$ cat src/rtl/defuzz_pkg.sv
// Shared types and helpers for the defuzz_seq centroid defuzzifier.
package defuzz_pkg;

  typedef enum logic [1:0] {IDLE, PREP, DIV, DONE} state_t;

  localparam int OUT_MAX_DEF = 100;

  // Width of S_wg*OUT_MAX without overflow.
  function automatic int num_width(input int w_in, input int out_max);
    return w_in + $clog2(out_max + 1);
  endfunction

endpackage

$ cat src/rtl/defuzz_div_iter.sv
// Iterative restoring divider: one quotient bit per cycle, MSB first, QBITS cycles.
// quotient/remainder are the post-step values, valid in the cycle done is high.
module defuzz_div_iter #(
  parameter int NUM_W = 23,
  parameter int DEN_W = 16,
  parameter int QBITS = 8
)(
  input  logic             clk,
  input  logic             rst,
  input  logic             start,
  input  logic [NUM_W-1:0] num,
  input  logic [DEN_W-1:0] den,
  output logic             done,
  output logic [QBITS-1:0] quotient,
  output logic [DEN_W-1:0] remainder
);
  localparam int CW = $clog2(QBITS + 1);

  logic [DEN_W-1:0] rem_q, den_q;
  logic [QBITS-1:0] lo_q, quo_q;
  logic [CW-1:0]    cnt_q;
  logic             act_q;

  logic [DEN_W:0]   rem_sh;
  logic             ge;

  always_comb begin
    rem_sh    = {rem_q, lo_q[QBITS-1]};
    ge        = rem_sh >= {1'b0, den_q};
    remainder = ge ? (rem_sh[DEN_W-1:0] - den_q) : rem_sh[DEN_W-1:0];
    quotient  = (quo_q << 1) | QBITS'(ge);
    done      = act_q && (cnt_q == CW'(QBITS - 1));
  end

  // Caller guarantees num < den*2**QBITS, so the bits above QBITS seed the
  // partial remainder directly without producing quotient bits.
  always_ff @(posedge clk or posedge rst) begin
    if (rst) begin
      rem_q <= '0;
      den_q <= '0;
      lo_q  <= '0;
      quo_q <= '0;
      cnt_q <= '0;
      act_q <= 1'b0;
    end else if (start) begin
      rem_q <= DEN_W'(num >> QBITS);
      den_q <= den;
      lo_q  <= num[QBITS-1:0];
      quo_q <= '0;
      cnt_q <= '0;
      act_q <= 1'b1;
    end else if (act_q) begin
      rem_q <= remainder;
      lo_q  <= lo_q << 1;
      quo_q <= quotient;
      cnt_q <= cnt_q + CW'(1);
      if (done) act_q <= 1'b0;
    end
  end

endmodule

$ cat src/rtl/defuzz_seq.sv
// Multi-channel handshaked centroid defuzzifier with one shared iterative divider.
// Optional DEFUZZ_ROUND_EN: round-half-up the quotient (clamped to OUT_MAX).
module defuzz_seq
  import defuzz_pkg::*;
#(
  parameter int W_IN    = 16,
  parameter int W_OUT   = 8,
  parameter int OUT_MAX = OUT_MAX_DEF,
  parameter int NCH     = 4,
  parameter int CHW     = (NCH > 1) ? $clog2(NCH) : 1
)(
  input  logic               clk,
  input  logic               rst,
  input  logic               in_valid,
  output logic               in_ready,
  input  logic [CHW-1:0]     in_ch,
  input  logic [W_IN-1:0]    in_sw,
  input  logic [W_IN-1:0]    in_swg,
  output logic               out_valid,
  input  logic               out_ready,
  output logic [CHW-1:0]     out_ch,
  output logic [W_OUT-1:0]   out_g,
  output logic               out_zero,
  output logic [NCH*W_OUT-1:0] g_hold,
  output logic               busy
);
  localparam int NW = num_width(W_IN, OUT_MAX);

  if (OUT_MAX >= (1 << W_OUT)) begin : g_bad_out_max
    $error("OUT_MAX must be below 2**W_OUT");
  end

  state_t state, nxt;

  logic [CHW-1:0]   ch_q;
  logic [W_IN-1:0]  sw_q, swg_q;
  logic [W_OUT-1:0] g_q;
  logic             zero_q;

  logic [W_IN-1:0]  den;
  logic [NW-1:0]    num;
  logic             sat, start, div_done;
  logic [W_OUT-1:0] div_q, g_div;
  logic [W_IN-1:0]  div_rem;

  always_comb begin
    den = (sw_q == '0) ? W_IN'(1) : sw_q;
    num = NW'(swg_q) * NW'(OUT_MAX);
    sat = swg_q >= den;
  end

`ifdef DEFUZZ_ROUND_EN
  logic [W_OUT:0] q_rnd;
  always_comb begin
    q_rnd = {1'b0, div_q} + (W_OUT+1)'({div_rem, 1'b0} >= {1'b0, den});
    g_div = (q_rnd > (W_OUT+1)'(OUT_MAX)) ? W_OUT'(OUT_MAX) : q_rnd[W_OUT-1:0];
  end
`else
  logic unused_rem;
  assign unused_rem = ^div_rem;
  assign g_div      = div_q;
`endif

  defuzz_div_iter #(.NUM_W(NW), .DEN_W(W_IN), .QBITS(W_OUT)) u_div (
    .clk       (clk),
    .rst       (rst),
    .start     (start),
    .num       (num),
    .den       (den),
    .done      (div_done),
    .quotient  (div_q),
    .remainder (div_rem)
  );

  always_ff @(posedge clk or posedge rst) begin
    if (rst) state <= IDLE;
    else     state <= nxt;
  end

  always_comb begin
    nxt      = state;
    in_ready = 1'b0;
    start    = 1'b0;
    case (state)
      IDLE: begin
        in_ready = 1'b1;
        if (in_valid) nxt = PREP;
      end
      PREP: begin
        start = !sat;
        nxt   = sat ? DONE : DIV;
      end
      DIV:  if (div_done) nxt = DONE;
      DONE: if (out_ready) nxt = IDLE;
      default: nxt = IDLE;
    endcase
  end

  always_ff @(posedge clk or posedge rst) begin
    if (rst) begin
      ch_q   <= '0;
      sw_q   <= '0;
      swg_q  <= '0;
      g_q    <= '0;
      zero_q <= 1'b0;
    end else begin
      if (state == IDLE && in_valid) begin
        ch_q  <= in_ch;
        sw_q  <= in_sw;
        swg_q <= in_swg;
      end
      if (state == PREP) begin
        zero_q <= (sw_q == '0);
        if (sat) g_q <= W_OUT'(OUT_MAX);
      end
      if (state == DIV && div_done) g_q <= g_div;
    end
  end

  assign out_valid = (state == DONE);
  assign busy      = (state != IDLE);
  assign out_ch    = ch_q;
  assign out_g     = g_q;
  assign out_zero  = zero_q;

  // Out-of-range channel ids match no slot, so g_hold is left untouched.
  for (genvar k = 0; k < NCH; k++) begin : g_ch
    logic [W_OUT-1:0] hold_q;
    always_ff @(posedge clk or posedge rst) begin
      if (rst) hold_q <= '0;
      else if (out_valid && out_ready && ch_q == CHW'(k)) hold_q <= g_q;
    end
    assign g_hold[k*W_OUT +: W_OUT] = hold_q;
  end

endmodule
$ cat config.mk
export PLATFORM = sky130hd
export DESIGN_NAME = defuzz_seq
export DESIGN_NICKNAME = d
export VERILOG_FILES = /design/src/rtl/defuzz_pkg.sv /design/src/rtl/defuzz_div_iter.sv /design/src/rtl/defuzz_seq.sv
export SDC_FILE = /design/constraint.sdc
export NUM_CORES = 1
export LEC_CHECK = 0
export ABC_AREA = 0
export BUFFER_PORTS_ARGS = -buffer_cell sky130_fd_sc_hd__buf_4
export CAP_MARGIN = 0
export CORE_MARGIN = 10
export CORE_UTILIZATION = 65
export DETAILED_ROUTE_END_ITERATION = 8
export GPL_TIMING_DRIVEN = 1
export PLACE_DENSITY_LB_ADDON = 0.05
export SKIP_LAST_GASP = 1
export SLEW_MARGIN = 20
export SYNTH_ARGS = -nofsm -noshare
export SYNTH_HDL_FRONTEND = slang
export SYNTH_SLANG_ARGS = --single-unit
$ cat constraint.sdc
create_clock -name clk -period 11.3 [get_ports clk]
set_clock_uncertainty 0.15 [all_clocks]
set_input_delay 1.13 -clock clk [delete_from_list [all_inputs] [get_ports clk]]
set_output_delay 1.13 -clock clk [all_outputs]
set_load 0.05 [all_outputs]
-- Word level (Yosys, flattened, before mapping)
Index checks and enable logic that the tools add are counted.
- add/sub/neg operators: 2
- multipliers: 1
- $lt $le $gt $ge: 2
- equal/unequal tests: 10
- multiplexer cells: 23
- bitwise gates (word level): 1
- reductions and logical operators: 18
- operators by type and width (operator ; count):
    16-bit two-way mux ; 4
    8-bit two-way mux ; 5
    16-bit by 5-bit multiplier with 21-bit output, second input constant ; 1
    17-bit by 16-bit >= comparator with 1-bit output ; 1
    16-bit >= comparator ; 1
    16-bit logical NOT ; 1
    16-bit subtractor ; 1
    7-bit two-way mux ; 2
    2-bit equality test, second input constant ; 4
    1-bit logical AND ; 8
    4-bit two-way mux ; 2
    8-bit by 1-bit OR with 8-bit output ; 1
    2-bit case mux with 4 select lines ; 1
    2-bit nonzero test ; 4
    1-bit two-way mux ; 6
    2-bit two-way mux ; 3
    4-bit by 1-bit adder with 4-bit output, second input constant ; 1
    2-bit by 1-bit equality test with 1-bit output, second input constant ; 2
    4-bit by 3-bit equality test with 1-bit output, second input constant ; 1
    2-bit logical NOT ; 2
    2-bit != test, second input constant ; 2
    3-bit AND reduction ; 1
    2-bit by 1-bit != test with 1-bit output, second input constant ; 1
    2-bit AND reduction ; 1
    1-bit logical NOT ; 1
- register bits after elaboration: 129
- input port bits: 38
- output and inout bits: 46
- logic and storage cells: 73

-- Depth between registers and ports, before layout
- depth after elaboration: 6
- gate-level depth with buffers: 14
- mapped depth without buffers: 14

-- Modules after synthesis
From an unflattened synthesis, not the netlist that was laid out.
- cells, all modules: 813
- area, all modules: 8373.0 um^2
- by module, submodules not included (module ; instances ; cells each ; area each (um^2) ; sequential area each (um^2)):
    defuzz_seq ; 1 ; 478 ; 5087.4 ; 1926.8
    defuzz_div_iter ; 1 ; 335 ; 3285.7 ; 1301.2

-- Least setup slack after synthesis
OpenSTA, ideal clock, no wires.
- path type: flip-flop to flip-flop
- start point: reg swg_q[3]
- end point: reg u_div.rem_q[11]
- setup time: 0.125 ns
- data arrival time: 3.268 ns
- data required time: 11.025 ns
- path slack: 7.757 ns
- cell stages (with the launch flop): 13
- path buffers: 0
- clock period less this slack: 3.543 ns
- cells stage by stage: dfrtp_1 > ha_1 > ha_1 > fa_1 > ha_1 > o21ai_0 > nor2_1 > o41a_1 > a211o_1 > a21o_1 > a21oi_2 > xnor2_1 > mux2_2
- word-level cells in the longest chain between the ends: 4
- elaborated cells between the ends (all ways): 6
- those cells by class: 1 x mul; 1 x order compare; 2 x mux; 2 x reduce/logical
- ends and longest elaborated chain (element ; RTL line ; source):
    from (decl) ; defuzz_seq.sv:36 ; logic [W_IN-1:0] sw_q, swg_q;
    from (signal assigned) ; defuzz_seq.sv:110 ; swg_q <= in_swg;
    parallel branches: the longest is 4 deep, another holds 16-bit by 5-bit multiplier with 21-bit output ; -- ;
    to (signal assigned) ; defuzz_div_iter.sv:46 ; rem_q <= DEN_W'(num >> QBITS);
    to (signal assigned) ; defuzz_div_iter.sv:53 ; rem_q <= remainder;
    to (decl) ; defuzz_div_iter.sv:19 ; logic [DEN_W-1:0] rem_q, den_q;
Several ways; the timed one is not identified.
A chain may end at the register's enable or synchronous reset.

-- Worst setup path in the final report
- start point: reg swg_q[3]
- end point: reg u_div.rem_q[14]
Same word-level chain as after synthesis.

==> qor.csv <==
stage;metric;value;unit
status;status;finished clean;
cells_and_area;nets;1019;
yosys;synth_top_area_share;0.3969;
grt;grt_pass1_vias;6429;
cells_and_area;n_antenna_cell;0;
yosys;syn_nets;938;
clocking;numCtsBuffers;17;
yosys;yosysWarnings;0;
clocking;cts_hold_buffers;0;
clocking;cts.sinks;127;
die;row_count;40;
sta;fmax;254.9;MHz
grt;overflow;0;
placed_design;dp_hpwl;13.88;mm
setup_path;reg2reg_slack;7380;ps
setup_path;worstReg2RegStart;swg_q[3];
drt;remaining_drc_errors;0;
cells_and_area;syn2layout_area_growth;16.81;%
hold_path;hp-start;u_div.den_q[5];
drt;viasPerCell;5.820;
setup_path;worstPathMaxFanout;5;
die;die-area;0.01716;mm²
yosys;syn_inst;798;
setup_path;arrival;4060;ps
setup_path;worst_path_most_repeated_cell;ha_1;
yosys;ys_seq_area_frac;0.3969;
sta;slew_viol_final;0;
setup_path;crit_required;11440;ps
setup_path;worst-r2r-cell-count;12;
grt;grt_usage;0.2295;
yosys;syn_area;0.008008;mm²
die;core-area;0.01206;mm²
yosys;synth_cell_types;51;
sta;max-slew-margin-rel;0.3722;
hold_path;holdPathEnd;u_div.den_q[5];
sta;tightest_slew;917.9;ps
clocking;clk-insertion-delay-late;430;ps
clocking;cts_max_path_buffers;2;
clocking;htreeDepth;4;
die;die_w;131.0;µm
sta;setup_viol;0;
clocking;postCtsSetupRepairBufs;0;
die;start_util;0.6639;
setup_path;reg2reg_to;u_div.rem_q[14];
sta;min_period;3922;ps
clocking;tritoncts;built;
cells_and_area;ff_latch_area;0.003178;mm²
clocking;root_buffer;clkbuf_16;
sta;tns;0;ps
grt;antenna_found_initial;0;
setup_path;crit_slowest_cell;fa_1;
job;max_cap_violations;0;
yosys;ys_ff_latch;127;
setup_path;critPathCaptureType;flip-flop;
sta;rsz0062_at_grt;false;
die;num_io_pins;84;
placed_design;port_buffers;83;
setup_path;critPathTopFamily;adder cells;
die;die_y;131.0;µm
setup_path;critPathBufInv;0;
placed_design;place.gp.congestion;0.8875;
yosys;synth_area_per_cell;10.03;µm²
sta;hold_violations;0;
setup_path;cp-start-kind;flip-flop;
setup_path;critPathMaxStageDelay;460;ps
drt;routedWlPerCell;17.60;µm
grt;grt_pass1_wl;31.10;mm
cells_and_area;drive_above_1_share;0.2231;
cells_and_area;multi_input_area;0.004360;mm²
yosys;synthFlopType;dfrtp_1;
drt;drt_iter0_markers;375;
yosys;synthTopCellsByArea;dfrtp_1, ha_1, mux2_2, inv_1, o21ai_0;
cells_and_area;finish.utilization;0.7755;
setup_path;crit_type;flip-flop to flip-flop;
cells_and_area;n_fill_cell;802;
drt;ant_nets;0;
clocking;clk_pin_slew;60;ps
drt;vias;6169;
setup_path;crit_chain;ha_1, ha_1, fa_1, ha_1, nor2b_1, o31ai_1, a21oi_1, o41ai_2, o21ai_1, a31oi_1, xnor2_1, o32ai_1;
clocking;cts-resized-gates;0;
drt;totalWireLength;18.66;mm
yosys;async_flop_share;1.000;
hold_path;whs_path_depth;2;
grt;grt_start_max_net_pins;71;
hold_path;min-delay-path-class;flip-flop to flip-flop;
yosys;post-synth-top-area-cell;dfrtp_1;
yosys;synth_edf_count;0;
drt;first_pass_iters;5;
sta;fin_crit_sh;0.3471;
==> synthesized netlist by cell type, drive strengths merged, types with 2 or more instances <==
| library cell | number |
|---|---|
| dfrtp | 127 |
| inv | 101 |
| ha | 90 |
| mux2 | 69 |
| nand2 | 66 |
| o21ai | 65 |
| nor2 | 35 |
| a21oi | 33 |
| clkbuf | 18 |
| mux2i | 17 |
| xnor2 | 14 |
| o22ai | 13 |
| xor2 | 13 |
| fa | 12 |
| nor2b | 9 |
| o21a | 9 |
| buf | 8 |
| nand3 | 8 |
| nand4 | 8 |
| nor3 | 8 |
| a211oi | 7 |
| a31oi | 7 |
| o211a | 7 |
| nand2b | 6 |
| nor4 | 6 |
| a21o | 5 |
| and3 | 5 |
| o31ai | 4 |
| or2 | 3 |
| a2111oi | 2 |
| a211o | 2 |
| a21boi | 2 |
| a41oi | 2 |
| o2111ai | 2 |
| o21bai | 2 |
| o311a | 2 |
==> routing by layer <==
| metal | track usage | share of wire | vias to the layer above |
|---|---|---|---|
| li1 | - | - | 2935 |
| met1 | 0.3024 | 0.46 | 3035 |
| met2 | 0.3689 | 0.48 | 174 |
| met3 | 0.05318 | 0.053 | 25 |
| met4 | 0.06933 | 0.012 | 0 |
| met5 | 0 | 0 | - |
==> placed cells by master, fill, tap and decap left out, types with 3 or more instances in the layout <==
| cell type | count |
|---|---|
| a211oi_1 | 6 |
| nor2_1 | 34 |
| nor4_1 | 6 |
| clkinv_4 | 4 |
| o211a_1 | 7 |
| fa_1 | 12 |
| nand4_1 | 8 |
| nor2b_1 | 9 |
| nor3_1 | 7 |
| clkinv_2 | 4 |
| xor2_1 | 13 |
| o31ai_1 | 4 |
| inv_6 | 3 |
| xnor2_1 | 14 |
| o21ai_1 | 3 |
| inv_1 | 100 |
| nand2b_1 | 6 |
| a21o_1 | 5 |
| a31oi_1 | 7 |
| nand2_1 | 66 |
| and3_1 | 5 |
| o22ai_1 | 13 |
| nand3_1 | 8 |
| mux2_2 | 69 |
| buf_4 | 88 |
| a21oi_1 | 32 |
| o21ai_0 | 61 |
| o21a_1 | 9 |
| or2_2 | 3 |
| mux2i_1 | 17 |
| ha_1 | 90 |
| clkbuf_16 | 17 |
| dfrtp_1 | 127 |
==> per-stage QoR <==
stage                     hold WS [ps]  setup slack, ps  cell area, µm²  std cells
after global placement           314.1             7513            8786       1028
after CTS                        344.6             7401            9349       1060
after detailed placement         323.3             7429            8786       1028
after global routing             380.0             7202            9354       1060
after floorplan                  299.8             6636            8008        798
final                            342.1             7378            9354       1060
==> tightest hold or removal path: cells and delay by family, from the launching register on <==
kind / cells / cell delay [ps]
simple gates: 1 / 50
compound gates: 1 / 60
flops: 1 / 350
==> worst max-delay path by stage <==
stage | start | to | slack (ps) | cells after the start
after floorplan | rst | g_ch[0].hold_q[0] | 6640 | 1
after global placement | swg_q[3] | u_div.rem_q[14] | 7510 | 12
after detailed placement | swg_q[3] | u_div.rem_q[14] | 7430 | 12
after CTS | swg_q[3] | u_div.rem_q[14] | 7400 | 12
after global routing | sw_q[11] | u_div.den_q[0] | 7200 | 11
final | swg_q[3] | u_div.rem_q[14] | 7380 | 12
==> area by class of cell <==
| cell class | count | share of cell area |
|---|---|---|
| inverter | 101 | 0.04080 |
| clock buffer | 17 | 0.04548 |
| multi-input combinational | 544 | 0.4662 |
| tap | 168 | 0.02247 |
| sequential | 127 | 0.3398 |
| timing repair buffer | 88 | 0.07063 |
| clock inverter | 15 | 0.01471 |
==> registers in the layout (all words and copies together), names as in the netlist <==
register,flops
out_ch,2
out_zero,1
state,2
out_g,8
swg_q,16
u_div.quo_q,7
sw_q,16
u_div.act_q,1
u_div.lo_q,6
u_div.rem_q,16
u_div.den_q,16
u_div.cnt_q,4
g_ch.hold_q,32
==> kinds of logic (layout without fill, tap and decap cells) <==
logic type,count (synthesis),in the layout,synth area share
buf+inv,127,221,0.06062
fa+ha+maj,102,102,0.1706
compound gates,169,169,0.1320
mux,86,86,0.1183
xor+xnor,27,27,0.02953
simple gates,160,160,0.09204
flops,127,127,0.3969
Power is left out: the tool's default activity adds up to more than one toggle a clock period on the data nets, which glitch-free logic cannot reach.
